<file path="config.mk">
export PLATFORM = sky130hd
export DESIGN_NAME = wb_writer
export DESIGN_NICKNAME = d
export VERILOG_FILES = /design/src/rtl/wb_writer_pkg.sv /design/src/rtl/wb_writer_fifo.sv /design/src/rtl/wb_writer.sv
export SDC_FILE = /design/constraint.sdc
export NUM_CORES = 1
export LEC_CHECK = 0
export BUFFER_PORTS_ARGS = -buffer_cell sky130_fd_sc_hd__buf_2
export CAP_MARGIN = 20
export CORE_MARGIN = 5
export CORE_UTILIZATION = 50
export DETAILED_ROUTE_END_ITERATION = 12
export PLACE_DENSITY = 0.82
export SETUP_SLACK_MARGIN = 0.2
export SYNTH_ARGS = -nofsm -noshare
export SYNTH_HDL_FRONTEND = slang
export SYNTH_SLANG_ARGS = --single-unit
</file>
<file path="constraint.sdc">
create_clock -name clk -period 4.85 [get_ports clk]
set_input_delay 0.2425 -clock clk [delete_from_list [all_inputs] [get_ports clk]]
set_output_delay 0.2425 -clock clk [all_outputs]
set_load 0.01 [all_outputs]
</file>
<file path="src/rtl/wb_writer_pkg.sv">
// Shared defines for the write-back path.
//   RegBus / RegAddrBus / RegNum : integer register file geometry
//   WbDepth                      : default load-queue depth for wb_writer
//   wb_src_e                     : which source owns the regfile write port this cycle
package wb_writer_pkg;

  localparam int unsigned RegBus     = 32;
  localparam int unsigned RegAddrBus = 5;
  localparam int unsigned RegNum     = 32;
  localparam int unsigned WbDepth    = 4;

  typedef enum logic [1:0] {
    WB_SRC_NONE   = 2'd0,
    WB_SRC_ALU    = 2'd1,
    WB_SRC_QUEUE  = 2'd2,
    WB_SRC_BYPASS = 2'd3
  } wb_src_e;

endpackage

</file>
<file path="src/rtl/wb_writer_fifo.sv">
// wb_fifo: load queue for the write-back writer.
// Holds {live, rd, data} entries in FIFO order with a count register, clears the
// live bit of every entry matching a kill address, and reports whether any live
// entry targets either decode lookup index.
// Ports:
//   clk, rst               clock, synchronous active-high reset
//   push, push_rd/_data    enqueue request (ignored when full)
//   pop                    dequeue head (ignored when empty)
//   kill_en, kill_rd       clear live on all entries with rd == kill_rd
//   raddr1/2, pend1_c/2_c  pending-write lookup
//   full_c, empty_c        from the registered count
//   head_live_c/rd_c/data_c  current head entry
module wb_fifo
  import wb_writer_pkg::*;
#(
  parameter int unsigned DEPTH  = WbDepth,
  parameter int unsigned DATA_W = RegBus,
  parameter int unsigned ADDR_W = RegAddrBus
) (
  input  logic              clk,
  input  logic              rst,
  input  logic              push,
  input  logic [ADDR_W-1:0] push_rd,
  input  logic [DATA_W-1:0] push_data,
  input  logic              pop,
  input  logic              kill_en,
  input  logic [ADDR_W-1:0] kill_rd,
  input  logic [ADDR_W-1:0] raddr1,
  input  logic [ADDR_W-1:0] raddr2,
  output logic              pend1_c,
  output logic              pend2_c,
  output logic              full_c,
  output logic              empty_c,
  output logic              head_live_c,
  output logic [ADDR_W-1:0] head_rd_c,
  output logic [DATA_W-1:0] head_data_c
);

  localparam int unsigned PTR_W = $clog2(DEPTH);
  localparam int unsigned CNT_W = $clog2(DEPTH + 1);

  logic [PTR_W-1:0]  wr_ptr_q, wr_ptr_d;
  logic [PTR_W-1:0]  rd_ptr_q, rd_ptr_d;
  logic [CNT_W-1:0]  count_q, count_d;
  logic [DEPTH-1:0]  live_q, live_d;
  logic [ADDR_W-1:0] mem_rd_q   [DEPTH];
  logic [ADDR_W-1:0] mem_rd_d   [DEPTH];
  logic [DATA_W-1:0] mem_data_q [DEPTH];
  logic [DATA_W-1:0] mem_data_d [DEPTH];

  logic push_ok, pop_ok;
  logic hit1, hit2;

  assign full_c  = (count_q == CNT_W'(DEPTH));
  assign empty_c = (count_q == '0);
  assign push_ok = push && !full_c;
  assign pop_ok  = pop && !empty_c;

  assign head_live_c = live_q[rd_ptr_q];
  assign head_rd_c   = mem_rd_q[rd_ptr_q];
  assign head_data_c = mem_data_q[rd_ptr_q];

  // Next-state for pointers, count, live bits and storage.
  // Kill first, then pop: a popped entry leaves dead regardless of a kill.
  always_comb begin
    wr_ptr_d   = wr_ptr_q;
    rd_ptr_d   = rd_ptr_q;
    count_d    = count_q;
    live_d     = live_q;
    mem_rd_d   = mem_rd_q;
    mem_data_d = mem_data_q;

    if (kill_en) begin
      for (int i = 0; i < DEPTH; i++) begin
        if (mem_rd_q[i] == kill_rd) live_d[i] = 1'b0;
      end
    end

    if (pop_ok) begin
      live_d[rd_ptr_q] = 1'b0;
      rd_ptr_d         = rd_ptr_q + PTR_W'(1);
    end

    if (push_ok) begin
      live_d[wr_ptr_q]     = 1'b1;
      mem_rd_d[wr_ptr_q]   = push_rd;
      mem_data_d[wr_ptr_q] = push_data;
      wr_ptr_d             = wr_ptr_q + PTR_W'(1);
    end

    case ({push_ok, pop_ok})
      2'b10:   count_d = count_q + CNT_W'(1);
      2'b01:   count_d = count_q - CNT_W'(1);
      default: count_d = count_q;
    endcase
  end

  // Live bits are cleared on pop, so live implies occupied.
  always_comb begin
    hit1 = 1'b0;
    hit2 = 1'b0;
    for (int i = 0; i < DEPTH; i++) begin
      if (live_q[i] && (mem_rd_q[i] == raddr1)) hit1 = 1'b1;
      if (live_q[i] && (mem_rd_q[i] == raddr2)) hit2 = 1'b1;
    end
    pend1_c = hit1 && (raddr1 != '0);
    pend2_c = hit2 && (raddr2 != '0);
  end

  // Control state.
  always_ff @(posedge clk) begin
    if (rst) begin
      wr_ptr_q <= '0;
      rd_ptr_q <= '0;
      count_q  <= '0;
      live_q   <= '0;
    end else begin
      wr_ptr_q <= wr_ptr_d;
      rd_ptr_q <= rd_ptr_d;
      count_q  <= count_d;
      live_q   <= live_d;
    end
  end

  // Payload storage; validity is carried by live_q, so no reset needed.
  always_ff @(posedge clk) begin
    mem_rd_q   <= mem_rd_d;
    mem_data_q <= mem_data_d;
  end

endmodule

</file>
<file path="src/rtl/wb_writer.sv">
// wb_writer: drives the integer regfile write port.
// Merges single-cycle ALU results with queued load results, one commit per
// cycle, ALU first. Loads are buffered in wb_fifo; an ALU write kills older
// queued loads to the same register.
// Optional build macro: WB_BYPASS_EN -- a load arriving with the queue empty and
// no ALU result is written straight to the output registers.
// Ports:
//   clk, rst                         clock, synchronous active-high reset
//   alu_valid/alu_rd/alu_data        ALU result, always accepted
//   ld_valid/ld_rd/ld_data/ld_ready  load result handshake
//   stall_req                        queue full
//   raddr1/2, pend1/2                pending-write lookup for decode
//   we/waddr/wdata                   registered regfile write port
module wb_writer
  import wb_writer_pkg::*;
#(
  parameter int unsigned DEPTH  = WbDepth,
  parameter int unsigned DATA_W = RegBus,
  parameter int unsigned ADDR_W = RegAddrBus
) (
  input  logic              clk,
  input  logic              rst,
  input  logic              alu_valid,
  input  logic [ADDR_W-1:0] alu_rd,
  input  logic [DATA_W-1:0] alu_data,
  input  logic              ld_valid,
  input  logic [ADDR_W-1:0] ld_rd,
  input  logic [DATA_W-1:0] ld_data,
  output logic              ld_ready,
  output logic              stall_req,
  input  logic [ADDR_W-1:0] raddr1,
  input  logic [ADDR_W-1:0] raddr2,
  output logic              pend1,
  output logic              pend2,
  output logic              we,
  output logic [ADDR_W-1:0] waddr,
  output logic [DATA_W-1:0] wdata
);

  logic              alu_ok;
  logic              ld_fire;
  logic              ld_keep;
  logic              bypass;
  logic              fifo_push;
  logic              fifo_pop;
  logic              fifo_full;
  logic              fifo_empty;
  logic              head_live;
  logic [ADDR_W-1:0] head_rd;
  logic [DATA_W-1:0] head_data;
  wb_src_e           src;

  logic              we_q, we_d;
  logic [ADDR_W-1:0] waddr_q, waddr_d;
  logic [DATA_W-1:0] wdata_q, wdata_d;

  // Writes to x0 are dropped; a load to x0 still completes its handshake.
  assign alu_ok  = alu_valid && (alu_rd != '0);
  assign ld_fire = ld_valid && ld_ready;
  // A same-cycle ALU write to the same rd is younger, so the load is discarded.
  assign ld_keep = ld_fire && (ld_rd != '0) && !(alu_ok && (ld_rd == alu_rd));

`ifdef WB_BYPASS_EN
  assign bypass = ld_keep && fifo_empty && !alu_valid;
`else
  assign bypass = 1'b0;
`endif

  assign fifo_push = ld_keep && !bypass;
  // Head pops (live or dead) whenever no ALU result claims the port.
  assign fifo_pop  = !alu_ok && !fifo_empty;

  // ready/stall come from the registered count, so a pop never frees a slot early.
  assign ld_ready  = !fifo_full;
  assign stall_req = fifo_full;

  wb_fifo #(
    .DEPTH  (DEPTH),
    .DATA_W (DATA_W),
    .ADDR_W (ADDR_W)
  ) u_fifo (
    .clk         (clk),
    .rst         (rst),
    .push        (fifo_push),
    .push_rd     (ld_rd),
    .push_data   (ld_data),
    .pop         (fifo_pop),
    .kill_en     (alu_ok),
    .kill_rd     (alu_rd),
    .raddr1      (raddr1),
    .raddr2      (raddr2),
    .pend1_c     (pend1),
    .pend2_c     (pend2),
    .full_c      (fifo_full),
    .empty_c     (fifo_empty),
    .head_live_c (head_live),
    .head_rd_c   (head_rd),
    .head_data_c (head_data)
  );

  // Commit source priority: ALU, then queue head, then bypassed load.
  always_comb begin
    src = WB_SRC_NONE;
    if (alu_ok)        src = WB_SRC_ALU;
    else if (fifo_pop) src = WB_SRC_QUEUE;
    else if (bypass)   src = WB_SRC_BYPASS;
  end

  // Output register next-state; idle cycles and dead pops write zeros with we=0.
  always_comb begin
    we_d    = 1'b0;
    waddr_d = '0;
    wdata_d = '0;
    case (src)
      WB_SRC_ALU: begin
        we_d    = 1'b1;
        waddr_d = alu_rd;
        wdata_d = alu_data;
      end
      WB_SRC_QUEUE: begin
        if (head_live) begin
          we_d    = 1'b1;
          waddr_d = head_rd;
          wdata_d = head_data;
        end
      end
      WB_SRC_BYPASS: begin
        we_d    = 1'b1;
        waddr_d = ld_rd;
        wdata_d = ld_data;
      end
      default: begin
        we_d = 1'b0;
      end
    endcase
  end

  // Regfile write port registers.
  always_ff @(posedge clk) begin
    if (rst) begin
      we_q    <= 1'b0;
      waddr_q <= '0;
      wdata_q <= '0;
    end else begin
      we_q    <= we_d;
      waddr_q <= waddr_d;
      wdata_q <= wdata_d;
    end
  end

  assign we    = we_q;
  assign waddr = waddr_q;
  assign wdata = wdata_q;

endmodule

</file>
==> impl_metrics.yaml <==
timing:
  hold_viol_final: 0
  fmax_mhz: 376
  finClkSkew_ns: 0.0111
  min_period_over_period: 0.548
  final.setup.worst_slack_ns: 2.19
  maxSlewHeadroom: 0.276
  worst_pin_slew_ns: 1.09
  setup_viol: 0
  finalSetupTns_ns: 0
  drv_slew: 0
  period_needed_ns: 2.66
  whs_ns: 0.0247
  rsz0062_at_grt: "no"
worst_setup_path:
  worstRegToRegCells: 4
  crit_fanout: 42
  end_kind: "flop"
  path_class: "flop to flop"
  timing.rr.start: "u_fifo.rd_ptr_q[0]$_SDFFE_PP0N_"
  cp.required_ns: 5.12
  crit_path_top_delay_cell: "dfxtp_4"
  cp.arrival_ns: 2.93
  max_stage_delay_ns: 0.90
  reg2reg_slack_ns: 2.19
  start_kind: "flop"
  path_cells: "mux4_2, and3_2, a22oi_1, nor2_1"
  r2r-end: "wdata[27]$_SDFF_PP0_"
detailed_routing:
  vias: 4828
  antenna_left: 0
  routed_via_density: 5.63
  route.detailed.drc: 0
  drtIter0Drc: 379
  wirelength_um: 18800
  avgRoutedWirePerCell_um: 22.0
  drt_first_pass_iters: 5
pwr:
  p_leak_nw: 3.41
  power_frac_seq: 0.498
  powerDensity_mw_per_mm2: 461
  ir_drop_mv: 0.367
  power_switching_w: 0.00125
  combPwrFrac: 0.204
  clockPowerShare: 0.298
  p_int_w: 0.00317
  p_total_w: 0.00442
  p_sw_frac: 0.283
synthesis:
  syn-cell-area_sq_mm: 0.00827
  yosys_most_used_dff: "edfxtp_1"
  synth-edff-count: 148
  synth-seq-cells: 197
  ys_warn_count: 0
  seq_area_frac_synth: 0.656
  avgSynthCellArea_sq_um: 16.2
  syn_inst: 510
  synth_cell_types: 40
  syn_nets: 608
  async_flop_share: 0
clocking:
  h-tree-depth: 4
  hold_buffers: 0
  cts_buffer_depth: 2
  cts_root_buf: "clkbuf_16"
  clkSinkCount: 197
  clock_latency_ns: 0.43
  post_cts_buffers: 0
  cts_buffers: 17
  path_clk_slew_ns: 0.07
  cts_resized: 0
  cts_tree: "done"
placement:
  hpwl_um: 12400
  io_buffers: 129
  place_congestion: 0.860
  dp_slack_ns: 1.81
worst_hold_path:
  hold_start: "ld_data[19]"
  hold_depth: 1
  holdPathEnd: "u_fifo.mem_data_q[115]$_DFFE_PP_"
  hp-class: "input port to flop"
die:
  die_h_um: 139
  row_count: 47
  ios: 130
  die-area_sq_mm: 0.0192
  core-area_sq_mm: 0.0164
  die_w_um: 139
  start_util: 0.504
flow_run:
  drv_cap: 0
finish:
  synthToLayoutAreaGrowth_pct: 16.0
  final_layout_size_suffix_gt1_frac: 0.395
  final_nets: 721
global_routing:
  overflow: 0
  antenna_found_initial: 2
  grt_pass1_wl_um: 29400
  grt_pass1_vias: 5100
  grt.total_usage: 0.202
  grt_max_degree: 43
run_status:
  status: "completed"
-- flip-flops by register name (all words and copies together) (netlist names) --
signal and flops:
u_fifo.count_q 3, u_fifo.live_q 4, u_fifo.mem_data_q 128, u_fifo.mem_rd_q 20, u_fifo.rd_ptr_q 2, u_fifo.wr_ptr_q 2
waddr 5, wdata 32, we 1
-- kinds of logic after synthesis --
kind of cell / count (synthesis) / share of synthesized area
AOI/OAI and AO/OA: 53 / 0.0610
DFF: 197 / 0.656
adders and majority gates: 10 / 0.0160
muxes: 39 / 0.105
xor gates and xnor gates: 69 / 0.0731
and+or+nand+nor: 96 / 0.0613
buffers and inverters: 46 / 0.0277
-- how the worst max path moves through the flow --
stage                                           endpoint  slack [ns]                             from
final                               wdata[27]$_SDFF_PP0_        2.19  u_fifo.rd_ptr_q[0]$_SDFFE_PP0N_
after global routing                 wdata[2]$_SDFF_PP0_        1.99  u_fifo.rd_ptr_q[0]$_SDFFE_PP0N_
after CTS                           wdata[27]$_SDFF_PP0_        2.06  u_fifo.rd_ptr_q[1]$_SDFFE_PP0N_
after detailed placement  u_fifo.count_q[2]$_SDFFE_PP0P_        1.81                        alu_rd[1]
after global placement    u_fifo.count_q[2]$_SDFFE_PP0P_        1.86                        alu_rd[1]
after floorplan           u_fifo.mem_data_q[0]$_DFFE_PP_        2.04                        alu_rd[2]
-- layout by cell type (no fill, tap or decap), types with 6 or more instances in the layout --
master and count:
a22oi_1 17, a22oi_2 20, buf_2 129, clkbuf_16 17, dfxtp_1 47, edfxtp_1 148
ha_1 9, inv_1 8, mux4_2 38, nand3_1 12, nand4_1 6, nor2_1 34
nor2_2 16, nor3_1 6, nor4_1 8, xnor2_1 18, xor2_1 51
-- routing by layer --
metal / vias up / track usage / share of wire
li1: 2164 / - / -
met1: 2420 / 0.266 / 0.41
met2: 201 / 0.329 / 0.50
met3: 41 / 0.0400 / 0.054
met4: 2 / 0.0858 / 0.028
met5: - / 0 / 0.00037
-- synth_stat cells (6+ instances only) --
cell type  instances  area share
nor2_2            16       0.012
edfxtp_1         148        0.54
clkbuf_1          16      0.0073
xor2_1            51       0.054
nor3_1             6      0.0036
xnor2_1           18       0.019
nand3_1           12      0.0073
buf_2              9      0.0054
a22oi_2           20       0.030
nor2_1            34       0.015
mux4_2            38        0.10
nand4_1            6      0.0045
a22oi_1           17       0.015
dfxtp_1           49        0.12
ha_1               9       0.014
nor4_1             8      0.0061
inv_1              8      0.0036
-- metrics by stage --
stage,cells,util,area (sq um)
final,858,0.585,9590
after floorplan,510,-,8270
after global routing,857,0.585,9590
after CTS,855,0.583,9570
after global placement,823,0.549,9010
after detailed placement,823,0.549,9010
-- area by class of cell --
type / count / area (sq um)
fill: 1240 / 6810
timing repair buffer: 131 / 673
clock inverter: 10 / 68.8
antenna: 2 / 5.00
clock buffer: 22 / 484
multi-input combinational: 267 / 2620
tap: 220 / 275
sequential: 197 / 5430
inverter: 9 / 33.8
-- power by group through the flow --
stage | clock [W] | sequential (W) | combinational (W)
floorplan | 0 | 0.00213 | 0.000729
global placement | 0 | 0.00224 | 0.000850
detailed placement | 0 | 0.00226 | 0.000878
CTS | 0.00133 | 0.00223 | 0.000890
global route | 0.00142 | 0.00223 | 0.000978
finish | 0.00132 | 0.00220 | 0.000902
-- critical path: cells and delay by family, from the launching register on --
kind	cells	cell delay, ns
mux	1	0.59
simple gates	2	0.67
flops	1	0.90
compound gates	1	0.32
No activity file was read; power rests on OpenSTA's default activity.
